<file path="src/rtl/id_ex_stage_pkg.sv">
// Shared 5-stage MIPS pipeline definitions: opcodes, ALU operation classes
// and the control bundle carried from ID through EX/MEM/WB.
package id_ex_stage_pkg;

  localparam logic [5:0] OP_LW    = 6'b100011;
  localparam logic [5:0] OP_SW    = 6'b101011;
  localparam logic [5:0] OP_RTYPE = 6'b000000;
  localparam logic [5:0] OP_ADDI  = 6'b001000;
  localparam logic [5:0] OP_J     = 6'b000010;
  localparam logic [5:0] OP_BEQ   = 6'b000100;

  localparam logic [1:0] ALUOP_ADD   = 2'b00;
  localparam logic [1:0] ALUOP_SUB   = 2'b01;
  localparam logic [1:0] ALUOP_FUNCT = 2'b10;

  typedef struct packed {
    logic       mtorf_sel;
    logic       rfd_sel;
    logic       aluin_sel;
    logic       branch;
    logic       jump;
    logic       rfwe;
    logic       dmwe;
    logic [1:0] alu_op;
  } ctrl_t;

  // A jump decodes BranchD as don't-care; never let it reach EX as a branch.
  function automatic ctrl_t sanitize_ctrl(input ctrl_t c);
    ctrl_t r;
    r        = c;
    r.branch = c.jump ? 1'b0 : c.branch;
    return r;
  endfunction

endpackage

</file>
<file path="src/rtl/id_ex_stage_hazard_detect.sv">
// Load-use hazard detector: a load in EX whose destination is sourced by the
// instruction in ID. Purely combinational so it can be reused for forwarding.
module hazard_detect #(
  parameter int RW = 5
) (
  input  logic          i_valid_e,
  input  logic          i_load_e,
  input  logic [RW-1:0] i_wreg_e,
  input  logic          i_valid_d,
  input  logic [RW-1:0] i_rs_d,
  input  logic [RW-1:0] i_rt_d,
  input  logic          i_reads_rt_d,
  input  logic          i_flush,
  output logic          o_hz,
  output logic          o_stall
);

  logic w_src_match;

  always_comb begin
    w_src_match = (i_wreg_e == i_rs_d) || (i_reads_rt_d && (i_wreg_e == i_rt_d));
    o_hz        = i_valid_e && i_load_e && i_valid_d && (i_wreg_e != '0) && w_src_match;
    // A taken branch squashes the consumer anyway, so no stall is requested.
    o_stall     = o_hz && !i_flush;
  end

endmodule

</file>
<file path="src/rtl/id_ex_stage.sv">
// ID/EX pipeline register with load-use bubble insertion, external stall/flush
// handling and a saturating bubble counter.
module id_ex_stage
  import id_ex_stage_pkg::*;
#(
  parameter int DW = 32,
  parameter int RW = 5,
  parameter int CW = 16
) (
  input  logic          clk,
  input  logic          rst,
  input  logic          valid_d,
  input  logic          MtoRFSelD,
  input  logic          RFDSelD,
  input  logic          ALUInSelD,
  input  logic          BranchD,
  input  logic          JumpD,
  input  logic          RFWED,
  input  logic          DMWED,
  input  logic [1:0]    ALUOpD,
  input  logic [DW-1:0] rd1_d,
  input  logic [DW-1:0] rd2_d,
  input  logic [DW-1:0] simm_d,
  input  logic [RW-1:0] rs_d,
  input  logic [RW-1:0] rt_d,
  input  logic [RW-1:0] rd_d,
  input  logic [DW-1:0] pc4_d,
  input  logic          reads_rt_d,
  input  logic          stall_in,
  input  logic          flush_e,
  output logic          valid_e,
  output logic          MtoRFSelE,
  output logic          RFDSelE,
  output logic          ALUInSelE,
  output logic          BranchE,
  output logic          JumpE,
  output logic          RFWEE,
  output logic          DMWEE,
  output logic [1:0]    ALUOpE,
  output logic [DW-1:0] rd1_e,
  output logic [DW-1:0] rd2_e,
  output logic [DW-1:0] simm_e,
  output logic [DW-1:0] pc4_e,
  output logic [RW-1:0] rs_e,
  output logic [RW-1:0] rt_e,
  output logic [RW-1:0] wreg_e,
  output logic          stall_out,
  output logic [CW-1:0] bubble_cnt
);

  // Flow control: valid_d/valid_e mark real instructions; a register loads when
  // stall_in is low (or flush_e forces a bubble); stall_out asks upstream to
  // hold PC and IF/ID for one cycle while a bubble is inserted here.
  logic          r_valid;
  ctrl_t         r_ctrl;
  logic [DW-1:0] r_rd1, r_rd2, r_simm, r_pc4;
  logic [RW-1:0] r_rs, r_rt, r_wreg;
  logic [CW-1:0] r_cnt;

  ctrl_t         w_ctrl_d;
  logic [RW-1:0] w_wreg_d;
  logic          w_hz;
  logic          w_take;
  logic          w_bubble;

  hazard_detect #(.RW(RW)) u_hazard (
    .i_valid_e    (r_valid),
    .i_load_e     (r_ctrl.mtorf_sel & r_ctrl.rfwe),
    .i_wreg_e     (r_wreg),
    .i_valid_d    (valid_d),
    .i_rs_d       (rs_d),
    .i_rt_d       (rt_d),
    .i_reads_rt_d (reads_rt_d),
    .i_flush      (flush_e),
    .o_hz         (w_hz),
    .o_stall      (stall_out)
  );

  always_comb begin
    w_ctrl_d = sanitize_ctrl('{mtorf_sel: MtoRFSelD, rfd_sel: RFDSelD,
                               aluin_sel: ALUInSelD, branch: BranchD,
                               jump: JumpD, rfwe: RFWED, dmwe: DMWED,
                               alu_op: ALUOpD});
    w_wreg_d = RFWED ? (RFDSelD ? rd_d : rt_d) : '0;
    w_take   = flush_e || !stall_in;
    w_bubble = flush_e || w_hz || !valid_d;
  end

  always_ff @(posedge clk or posedge rst) begin
    if (rst) begin
      r_valid <= 1'b0;
      r_ctrl  <= '0;
      r_rd1   <= '0;
      r_rd2   <= '0;
      r_simm  <= '0;
      r_pc4   <= '0;
      r_rs    <= '0;
      r_rt    <= '0;
      r_wreg  <= '0;
      r_cnt   <= '0;
    end else begin
      if (w_take) begin
        if (w_bubble) begin
          r_valid <= 1'b0;
          r_ctrl  <= '0;
          r_rd1   <= '0;
          r_rd2   <= '0;
          r_simm  <= '0;
          r_pc4   <= '0;
          r_rs    <= '0;
          r_rt    <= '0;
          r_wreg  <= '0;
        end else begin
          r_valid <= 1'b1;
          r_ctrl  <= w_ctrl_d;
          r_rd1   <= rd1_d;
          r_rd2   <= rd2_d;
          r_simm  <= simm_d;
          r_pc4   <= pc4_d;
          r_rs    <= rs_d;
          r_rt    <= rt_d;
          r_wreg  <= w_wreg_d;
        end
      end
      // Only real load-use bubbles count; held cycles and flushes do not.
      if (!flush_e && !stall_in && w_hz && (r_cnt != '1)) begin
        r_cnt <= r_cnt + 1'b1;
      end
    end
  end

  always_comb begin
    valid_e    = r_valid;
    MtoRFSelE  = r_ctrl.mtorf_sel;
    RFDSelE    = r_ctrl.rfd_sel;
    ALUInSelE  = r_ctrl.aluin_sel;
    BranchE    = r_ctrl.branch;
    JumpE      = r_ctrl.jump;
    RFWEE      = r_ctrl.rfwe;
    DMWEE      = r_ctrl.dmwe;
    ALUOpE     = r_ctrl.alu_op;
    rd1_e      = r_rd1;
    rd2_e      = r_rd2;
    simm_e     = r_simm;
    pc4_e      = r_pc4;
    rs_e       = r_rs;
    rt_e       = r_rt;
    wreg_e     = r_wreg;
    bubble_cnt = r_cnt;
  end

endmodule

</file>
<file path="config.mk">
export PLATFORM = sky130hd
export DESIGN_NAME = id_ex_stage
export DESIGN_NICKNAME = d
export VERILOG_FILES = /design/src/rtl/id_ex_stage_pkg.sv /design/src/rtl/id_ex_stage_hazard_detect.sv /design/src/rtl/id_ex_stage.sv
export SDC_FILE = /design/constraint.sdc
export NUM_CORES = 1
export LEC_CHECK = 0
export CAP_MARGIN = 20
export CORE_MARGIN = 8
export CORE_UTILIZATION = 45
export CTS_BUF_LIST = sky130_fd_sc_hd__clkbuf_2 sky130_fd_sc_hd__clkbuf_4 sky130_fd_sc_hd__clkbuf_8
export DETAILED_ROUTE_END_ITERATION = 6
export GPL_TIMING_DRIVEN = 0
export PLACE_DENSITY = 0.89
export SLEW_MARGIN = 25
export SYNTH_ARGS = -nofsm -noshare
export SYNTH_HDL_FRONTEND = slang
export SYNTH_SLANG_ARGS = --single-unit
export TNS_END_PERCENT = 1
</file>
<file path="constraint.sdc">
create_clock -name clk -period 20.9 [get_ports clk]
set_clock_uncertainty 0.05 [all_clocks]
set_input_delay 6.27 -clock clk [delete_from_list [all_inputs] [get_ports clk]]
set_output_delay 6.27 -clock clk [all_outputs]
set_load 0.02 [all_outputs]
</file>
==> results of run 1 <==
-- power by group --
part	internal, W	switching, W	leakage (nW)
clock network	0.000105	0.000124	0.192
registers	0.000338	0.00000710	2.31
logic	0.0000571	0.0000472	2.10
total	0.000500	0.000178	4.60
-- cell type report --
type / instances / area (sq um) / share of cell area [%]
sequential: 169 / 4230 / 40.6
tap: 184 / 230 / 2.21
clock inverter: 12 / 115 / 1.10
buffer: 37 / 295 / 2.83
timing repair buffer: 327 / 3290 / 31.6
clock buffer: 20 / 275 / 2.64
multi-input combinational: 243 / 1960 / 18.9
inverter: 3 / 18.8 / 0.180
-- cells in the mapped netlist, types with 4 or more instances --
cell type	n
xnor2_1	23
buf_6	4
a22o_1	145
dfrtp_1	169
nand3_1	13
o31ai_1	5
mux2i_1	5
nor2_1	5
and3_1	6
buf_8	11
clkbuf_1	19
nand2_1	11
nand4_1	8
-- per-layer routing --
metal / wire, um / part of all wire [%] / global-route usage [%] / up-vias
met5: 0 / 0 / 0 / -
met4: 864 / 3.8 / 11.7 / 0
met3: 1880 / 8.3 / 7.72 / 50
met2: 11400 / 50 / 41.1 / 243
met1: 8610 / 38 / 27.7 / 2738
li1: - / - / - / 2413
-- how the worst max path moves through the flow --
| stage | endpoint | slack (ps) | depth (start not counted) |
|---|---|---|---|
| 6_report | stall_out | 5820 | 8 |
| 5_1_grt | stall_out | 5680 | 8 |
| 4_1_cts | stall_out | 5810 | 8 |
| 3_5_place_dp | stall_out | 5810 | 8 |
| 3_3_place_gp | stall_out | 5800 | 8 |
| 2_1_floorplan | stall_out | 6950 | 6 |
-- cells by family after synthesis --
family,count (synthesis),share of synthesized area (%)
muxes,6,0.943
AOI/OAI and AO/OA,158,21.3
xor gates and xnor gates,25,3.37
DFF,169,65.1
buffers and inverters,40,4.72
and+or+nand+nor,53,4.47
adders and majority gates,1,0.192
-- stage by stage --
| stage | utilization (%) | worst slack (ps) | hold WS (ps) |
|---|---|---|---|
| after detailed placement | 70.1 | 5810 | 441 |
| after floorplan | - | 6950 | 549 |
| after global routing | 72.8 | 5680 | 476 |
| after global placement | 69.8 | 5800 | 432 |
| after CTS | 72.8 | 5810 | 465 |
| final | 72.8 | 5820 | 459 |
-- layout by cell type (no fill, tap or decap), types with 2 or more instances in the layout --
cell type	count
and2_1	2
clkbuf_8	20
clkinv_4	3
clkinv_2	2
and4_1	2
dfrtp_1	169
mux2i_1	5
buf_2	2
nand3_1	13
buf_8	11
nor2b_1	2
clkinvlp_4	3
clkdlybuf4s50_1	326
buf_6	4
nand4_1	8
or4_1	2
nand2_1	11
nor2_1	5
clkbuf_1	19
and3_1	6
o31ai_1	5
xnor2_1	23
xor2_1	2
inv_6	3
a22o_1	145
-- state kept, by name (all words and copies together), names as in the netlist, 2 cells and up --
signal / count
simm_e: 32
rd2_e: 32
rd1_e: 32
wreg_e: 5
bubble_cnt: 16
pc4_e: 32
rt_e: 5
ALUOpE: 2
rs_e: 5
-- worst max-delay path, cell delays in order --
cell and delay [ps]:
clkdlybuf4s50_1 530, xnor2_1 130, nand3_1 120, o32ai_1 430
and2_1 200, clkbuf_1 270, nor2b_1 170, clkdlybuf4s50_1 630
==> metrics.md, run 1 <==
| Metric | Value |
|---|---|
| Worst EP arrival | between 8000 and 9000 ps |
| WS Path Type | in -> out |
| Starting Density | 45.4% |
| Vias in the first global route | ~6000 |
| DRT Pass-1 Iters | 5 |
| Post-Syn Instances | between 400 and 500 |
| Top cell type by total area after synthesis | dfrtp_1 |
| # rows | 44 |
| Placed cell count | between 900 and 1000 |
| Top-level port count | 328 |
| Critical Path RT | around 15000 ps |
| Final instance area | around 10000 sq um |
| Port Buffers | around 330 |
| Cell variety after synth | 34 |
| Netlist Area Pre-Place | ~6500 sq um |
| WHS Endpoint | BranchE$_DFFE_PP0P_ |
| Full die area | about 19000 sq um |
| Main synth FF type | dfrtp_1 |
| Seq cells post-synth | around 170 |
| Total length of routed wires | ~23 mm |
| P_leak | ~4.6 nW |
| Clock buffer count from CTS | 17 |
| Critical path peak fanout | 7 |
| Antenna diodes | 0 |
| Die Y | between 100 and 150 um |
| Post_cts resized | 0 |
| Fillcell total | just over 900 |
| Layout area overhead | 60.3% |
| CTS tree | done |
| DIE WIDTH | 136 um |
| Endpoint class of the critical path | primary output |
| Hold Path Class | reg -> reg |
| Max Buffers Root-to-Sink | 2 |
| Worst skew pair latency | 450 ps |
| DRT iter0 DRCs | roughly 280 |
| CTS root buf | clkbuf_8 |
| YS warnings | 0 |
| Clock sinks | approximately 170 |
| First-pass GRT wire length | around 35 mm |
| PnR Total Power | 0.000678 W |
| Via count | between 5000 and 6000 |
| Hold Path Origin | BranchE$_DFFE_PP0P_ |
| Period utilization | roughly 72% |
| Max H-tree Level | 4 |
| CP startpoint | rs_d[4] |
| Slew margin rel. | between 50% and 60% |
| Pin count of the biggest net entering global routing | between 90 and 100 |
| Reg-to-reg slack, setup | about 19000 ps |
| Seq/Total Area, Yosys | between 60% and 70% |
| Routability cong. | 0.847 |
| # hold bufs at CTS | 0 |
| Avg Cell Area, Syn | 14.4 sq um |
| DRC | 0 |
| Post-synth top area share | roughly 65% |
| Number of max-cap violations | 0 |
| Layout cell share with drive strength beyond 1 | 6.78% |
| Dpl hpwl | between 15 and 20 mm |
| GR Util All Layers | between 20% and 30% |
| Max frequency | 66.3 MHz |
| Final hold violation count | 0 |
| Core ar. | 14300 sq um |
| Finished Layout Cells | about 1000 |
| Post-CTS Setup Bufs | 0 |
| Max Slew Vio Count | 0 |
| Worst r2r path cells | 6 |
| Slew @ Worst Pin | 692 ps |
| Clock slew at reported path FFs | around 90 ps |
| Post-synthesis async set-or-reset flop share | 100% |
| Run status | completed |
| Worst r2r src | wreg_e[3]$_DFFE_PP0P_ |
| Hold path cells | 1 |
| Ranking of synthesized cells by area | dfrtp_1 (65%), a22o_1 (20%), xnor2_1 (3.1%) |
| Global route overflow | 0 |
| Syn Nets | between 600 and 700 |
| Final nets | between 900 and 1000 |
| Final setup fails | 0 |
| Min Clock Period, post-route | about 15000 ps |
| Startpoint Class | input pin |
| Dpl cell area | about 10000 sq um |
| Initial antenna violation count | 0 |
| Setup tns final | 0 ps |
| WL/cell | about 23 um |
| P per Cell Area | 65.1 nW/um^2 |
| DRT antenna net count | 0 |
| Reg-to-reg endpoint | bubble_cnt[13]$_DFFE_PP0P_ |
| Drt via density | approximately 5.5 |
| RSZ-0062 raised after global routing | false |
| Post-synth EDFFs | 0 |
| Worst vdd ir | 42.2 uV |
No activity file was read; power rests on OpenSTA's default activity.
==> run 2, diff against run 1 <==
CORE_UTILIZATION = 41   (was 45)
PLACE_DENSITY = 0.82   (was 0.89)
clock period = 15.3 ns   (was 20.9 ns; I/O delays follow)
==> run 2 against run 1 <==
Compared with the run above: final cell count up 3.2%; combinational power up 37%; clock power up 35%; routed wire length down 2.2%; cell area up 0.37%; register-to-register slack worse by 5600 ps; critical path type unchanged; sequential power up 37%; clock-buffer cell count unchanged; sequential share of layout area down 0.15 points.
==> metrics.md, run 2 (synthesis gave the netlist of run 1 again) <==
| Metric | Value |
|---|---|
| Post_cts resized | 0 (unchanged) |
| # rows | 46 (+4.5%) |
| Run status | completed |
| Hold Path Class | reg -> reg |
| Layout cell share with drive strength beyond 1 | 6.78% (unchanged) |
| Pin count of the biggest net entering global routing | 104 (+9.5%) |
| Top-level port count | 328 (unchanged) |
| Core ar. | 15700 sq um (+9.8%) |
| Final setup fails | 0 (unchanged) |
| DRT Pass-1 Iters | 4 (-1) |
| P per Cell Area | 88.3 nW/um^2 (+36%) |
| Critical path peak fanout | 7 (unchanged) |
| Post-layout worst setup margin | 3560 ps (-2260 ps) |
| Worst vdd ir | 70.9 uV (+68%) |
| Finished Layout Cells | 1027 (+3.2%) |
| Max frequency | around 85 MHz |
| Placed cell count | 995 (+3.3%) |
| Routability cong. | 0.914 (+7.9%) |
| Clock slew at reported path FFs | 90 ps (about the same) |
| Layout area overhead | 60.9% |
| Max Buffers Root-to-Sink | 2 (unchanged) |
| Met2 Resource Use GR | 36.6% (-4.6 points) |
| Met1 GRT Util | 25.2% (-2.5 points) |
| Hold slack | 457 ps (-2.23 ps) |
| First-pass GRT wire length | 33.9 mm (-1.7%) |
| Number of max-cap violations | 0 (unchanged) |
| P_leak | 4.60 nW (about the same) |
| Clock sinks | 169 (unchanged) |
| Initial antenna violation count | 0 (unchanged) |
| Die Y | 142 um (+4.2%) |
| Worst EP arrival | 7100 ps (-1660 ps) |
| Commonest non-fill, non-tap cells in the layout | clkdlybuf4s50_1 (326), dfrtp_1 (169), a22o_1 (145), xnor2_1 (23), clkbuf_8 (20) |
| DRC | 0 (unchanged) |
| Commonest non-fill, non-tap cell in the layout | clkdlybuf4s50_1 |
| Slew @ Worst Pin | 562 ps (-130 ps) |
| CTS tree | done |
| GRT Max-Usage Layer | met2 |
| Vias in the first global route | 5908 (-0.34%) |
| RSZ-0062 raised after global routing | false |
| DRT antenna net count | 0 (unchanged) |
| DIE WIDTH | 142 um (+4.2%) |
| Dpl ws | 3540 ps (-2270 ps) |
| Antenna diodes | 0 (unchanged) |
| Slew margin rel. | 62.5% (+8.6 points) |
| Post-Route Utilization | 66.6% (-6.2 points) |
| Period utilization | 76.7% |
| CTS root buf | clkbuf_8 |
| Total length of routed wires | 22.3 mm (-2.2%) |
| Final hold violation count | 0 (unchanged) |
| Endpoint class of the critical path | primary output |
| WL/cell | 21.7 um (-5.2%) |
| Max Slew Vio Count | 0 (unchanged) |
| Drt via density | 5.25 (-4.1%) |
| Via count | 5388 (-1.0%) |
| Dpl hpwl | 17.3 mm (-1.5%) |
| Min Clock Period, post-route | 11740 ps |
| Post-CTS Setup Bufs | 0 (unchanged) |
| Setup tns final | 0 ps (unchanged) |
| Final nets | 957 (unchanged) |
| Starting Density | 41.4% (-4.0 points) |
| DRT iter0 DRCs | 209 (-24%) |
| # hold bufs at CTS | 0 (unchanged) |
| Max H-tree Level | 4 (unchanged) |
| Worst skew pair latency | 450 ps (about the same) |
| WS Path Type | in -> out |
| GR Util All Layers | 21.9% (-2.5 points) |
| Clock buffer count from CTS | 17 (unchanged) |
| Critical Path RT | 10660 ps (-3920 ps) |
| Startpoint Class | input pin |
| Port Buffers | 326 (unchanged) |
| Global route overflow | 0 (unchanged) |
| Met3 usage | 6.82% (-0.90 points) |
| Full die area | 20100 sq um (+8.6%) |
[run 2: cell types whose count changed in the layout (fill, tap and decap cells not counted), sizes merged]
| cell | previous run | this run |
|---|---|---|
| clkinvlp | 3 | 4 |
| clkinv | 5 | 3 |
| inv | 6 | 7 |
[run 2: final cells by class]
| type | count | area (sq um) |
|---|---|---|
| Multi-Input combinational cell | 243 | 1960 |
| Fill cell | 1178 | 5260 |
| Tap cell | 216 | 270 |
| Buffer | 37 | 295 |
| Clock inverter | 12 | 114 |
| Clock buffer | 20 | 275 |
| Sequential cell | 169 | 4230 |
| Timing Repair Buffer | 327 | 3290 |
| Inverter | 3 | 18.8 |
[run 2: where the power goes]
part	switching, W	leakage [nW]	total (W)	internal [W]
Sequential	0.00000961	2.31	0.000471	0.000461
Combinational	0.0000641	2.10	0.000142	0.0000780
Clock	0.000167	0.189	0.000310	0.000143
Total	0.000240	4.60	0.000923	0.000683
[run 2: worst paths after layout]
path / cells past startpoint / end / slack [ps] / start
max in group asynchronous: 3 / wreg_e[1]$_DFFE_PP0P_ / 9810 / rst
min in group asynchronous: 2 / rd2_e[7]$_DFFE_PP0P_ / 4520 / rst
max: 8 / stall_out / 3560 / rs_d[1]
min: 1 / bubble_cnt[11]$_DFFE_PP0P_ / 460 / bubble_cnt[11]$_DFFE_PP0P_
min reg2reg: 1 / bubble_cnt[11]$_DFFE_PP0P_ / 460 / bubble_cnt[11]$_DFFE_PP0P_
max reg2reg: 7 / simm_e[8]$_DFFE_PP0P_ / 13040 / wreg_e[1]$_DFFE_PP0P_
[run 2: critical path, stage by stage]
cell and delay, ps:
clkdlybuf4s50_1 530, xnor2_1 130, nand3_1 140, o32ai_1 440
and2_1 200, clkbuf_1 260, nor2b_1 170, clkdlybuf4s50_1 630
[run 2: metrics by stage]
| stage | power (W) | cell area, sq um |
|---|---|---|
| 3_5_place_dp | 0.000623 | 10100 |
| 3_3_place_gp | 0.000618 | 10000 |
| 6_report | 0.000923 | 10500 |
| 4_1_cts | 0.000934 | 10500 |
| 2_1_floorplan | 0.000533 | 6500 |
| 5_1_grt | 0.000961 | 10500 |
[run 2: routing by layer]
metal,wire [um],vias to the layer above
met2,11000,237
met3,1640,50
met1,8820,2690
met4,828,0
met5,0,-
li1,-,2411
==> run 3, diff against run 2 <==
CORE_UTILIZATION = 37   (was 41)
PLACE_DENSITY = 0.78   (was 0.82)
clock period = 9.75 ns   (was 15.3 ns; I/O delays follow)
==> run 3 against run 2 <==
Compared with the run above: sequential power rose by 57%; non-clock buffer count is the same; critical path depth is the same; combinational power rose by 56%; clock-buffer cell count did not move; via count is 1.4% lower; total power rose by 54%; core utilization is 6.0 points lower; first-iteration DRC count rose by 43%; sequential share of layout area increased by 0.068 points; hold slack got worse by 1.2 ps; register-to-register slack lost 5500 ps; critical endpoint unchanged; highest routed layer unchanged.
==> metrics.md, run 3 (synthesis gave the netlist of run 1 again) <==
| Metric | Value |
|---|---|
| Dpl ws | 1300 ps (-2240 ps) |
| Endpoint class of the critical path | primary output |
| Full die area | 22100 sq um (+9.6%) |
| Crit path cell chain | clkdlybuf4s50_1 > xnor2_1 > nand3_1 > o32ai_1 > and2_1 > clkbuf_1 > nor2b_1 > clkdlybuf4s50_1 |
| Post-CTS Setup Bufs | 0 (unchanged) |
| Starting Density | 37.7% (-3.7 points) |
| Reg-to-reg slack, setup | 7520 ps (-5520 ps) |
| Run status | completed |
| Slew margin rel. | 59.6% (-2.9 points) |
| Finished Layout Cells | 1036 (+0.88%) |
| Placed cell count | 1004 (+0.90%) |
| Max Slew Vio Count | 0 (unchanged) |
| Clock slew at reported path FFs | 80 ps (about the same) |
| Max frequency | 118 MHz |
| Crit path buf inv count | 3 (unchanged) |
| # rows | 48 (+4.3%) |
| Clock share of power | 32.5% (-1.1 points) |
| Period utilization | between 80% and 90% |
| Worst vdd ir | 70.2 uV (-1.0%) |
| Hold Path Class | reg -> reg |
| Net Sw Frac | 26.8% (+0.71 points) |
| Post-Route Utilization | 60.6% (-6.0 points) |
| Layout area overhead | 60.6% |
| Sw power | 0.000380 W (+58%) |
| Top-level port count | 328 (unchanged) |
| Post_cts resized | 0 (unchanged) |
| WL met1 | 9.05 mm (+2.5%) |
| First-pass GRT wire length | 33.1 mm (-2.4%) |
| Max stage delay on crit path | 620 ps (about the same) |
| Stages on worst setup path | 8 (unchanged) |
| Clock buffer count from CTS | 17 (unchanged) |
| Worst skew pair latency | 440 ps (about the same) |
| Startpoint Class | input pin |
| Via count | 5313 (-1.4%) |
| Met3 wire length | 1.91 mm (+16%) |
| Met2 WL | 10.7 mm (-2.6%) |
| Worst r2r path cells | 7 (unchanged) |
| DRT antenna net count | 0 (unchanged) |
| Initial antenna violation count | 0 (unchanged) |
| Port Buffers | 326 (unchanged) |
| DRT Pass-1 Iters | 4 (unchanged) |
| Hold path cells | 1 (unchanged) |
| Commonest non-fill, non-tap cell in the layout | clkdlybuf4s50_1 |
| Layout cell share with drive strength beyond 1 | 6.78% (unchanged) |
| Die Y | 149 um (+4.7%) |
| Dpl hpwl | 16.7 mm (-3.6%) |
| Final hold violation count | 0 (unchanged) |
| DRT iter0 DRCs | 299 (+43%) |
| Final nets | 957 (unchanged) |
| CTS root buf | clkbuf_8 |
| Hold slack | 455 ps (-1.17 ps) |
| Slew @ Worst Pin | 605 ps (+43.0 ps) |
| Reg power frac | 51.9% (+0.9 points) |
| P per Cell Area | 136 nW/um^2 (+54%) |
| Max Buffers Root-to-Sink | 2 (unchanged) |
| Max H-tree Level | 4 (unchanged) |
| Drt via density | 5.13 (-2.2%) |
| Clock sinks | 169 (unchanged) |
| WL/cell | 21.3 um (-1.9%) |
| Final setup fails | 0 (unchanged) |
| Total length of routed wires | 22.0 mm (-1.0%) |
| # hold bufs at CTS | 0 (unchanged) |
| WS Path Type | in -> out |
| CP top delay family | buffers and inverters |
| Vias in the first global route | 5507 (-6.8%) |
| Critical path peak fanout | 7 (unchanged) |
| Antenna diodes | 0 (unchanged) |
| Core ar. | 17200 sq um (+9.7%) |
| Number of max-cap violations | 0 (unchanged) |
| Min Clock Period, post-route | between 8000 and 9000 ps |
| Pin count of the biggest net entering global routing | 91 (-13%) |
| Post-layout worst setup margin | 1280 ps (-2280 ps) |
| CP dominant cell by count | clkdlybuf4s50_1 |
| Worst EP arrival | 5500 ps (-1600 ps) |
| DR top layer | met4 |
| Power Internal | 0.00104 W (+53%) |
| Critical Path RT | 6780 ps (-3880 ps) |
| Global route overflow | 0 (unchanged) |
| Routability cong. | 0.787 (-14%) |
| RSZ-0062 raised after global routing | false |
| CTS tree | done |
| P_leak | 4.58 nW (-0.36%) |
| Slowest CP cell | clkdlybuf4s50_1 |
| Commonest non-fill, non-tap cells in the layout | clkdlybuf4s50_1 (326), dfrtp_1 (169), a22o_1 (145), xnor2_1 (23) |
| PnR Total Power | 0.00142 W (+54%) |
| DRC | 0 (unchanged) |
| DIE WIDTH | 149 um (+4.7%) |
| GR Util All Layers | 19.5% (-2.4 points) |
| Combinational share of power | 15.6% (+0.2 points) |
-- run 3: power by group through the flow --
stage	registers (W)	logic, W	clock network [W]
floorplan	0.000780	0.0000571	0
global placement	0.000751	0.000220	0
detailed placement	0.000751	0.000225	0
CTS	0.000738	0.000226	0.000477
global route	0.000741	0.000236	0.000510
finish	0.000738	0.000222	0.000462
-- run 3: cell type report --
| class | count | area, sq um |
|---|---|---|
| Clock inverter | 12 | 91.3 |
| Buffer | 37 | 295 |
| Tap cell | 225 | 282 |
| Sequential cell | 169 | 4230 |
| Inverter | 3 | 18.8 |
| Timing Repair Buffer | 327 | 3290 |
| Fill cell | 1426 | 6800 |
| Multi-Input combinational cell | 243 | 1960 |
| Clock buffer | 20 | 269 |
-- run 3: layer usage --
| layer | up-vias | global-route usage (%) |
|---|---|---|
| met4 | 0 | 6.22 |
| met3 | 20 | 6.99 |
| met5 | - | 0 |
| li1 | 2413 | - |
| met2 | 233 | 31.9 |
| met1 | 2647 | 23.5 |
-- run 3: metrics by stage --
step | instance area (sq um) | TNS [ps]
detailed placement | 10100 | 0
global route | 10400 | 0
finish | 10400 | 0
global placement | 10000 | -20350
floorplan | 6500 | 0
CTS | 10400 | 0
-- run 3: final timing paths --
check / startpoint / endpoint
hold reg to reg: bubble_cnt[15]$_DFFE_PP0P_ / bubble_cnt[15]$_DFFE_PP0P_
min in group asynchronous: rst / rd2_e[0]$_DFFE_PP0P_
setup reg to reg: wreg_e[1]$_DFFE_PP0P_ / ALUOpE[1]$_DFFE_PP0P_
hold / removal: bubble_cnt[15]$_DFFE_PP0P_ / bubble_cnt[15]$_DFFE_PP0P_
max in group asynchronous: rst / wreg_e[0]$_DFFE_PP0P_
setup / recovery: rs_d[4] / stall_out
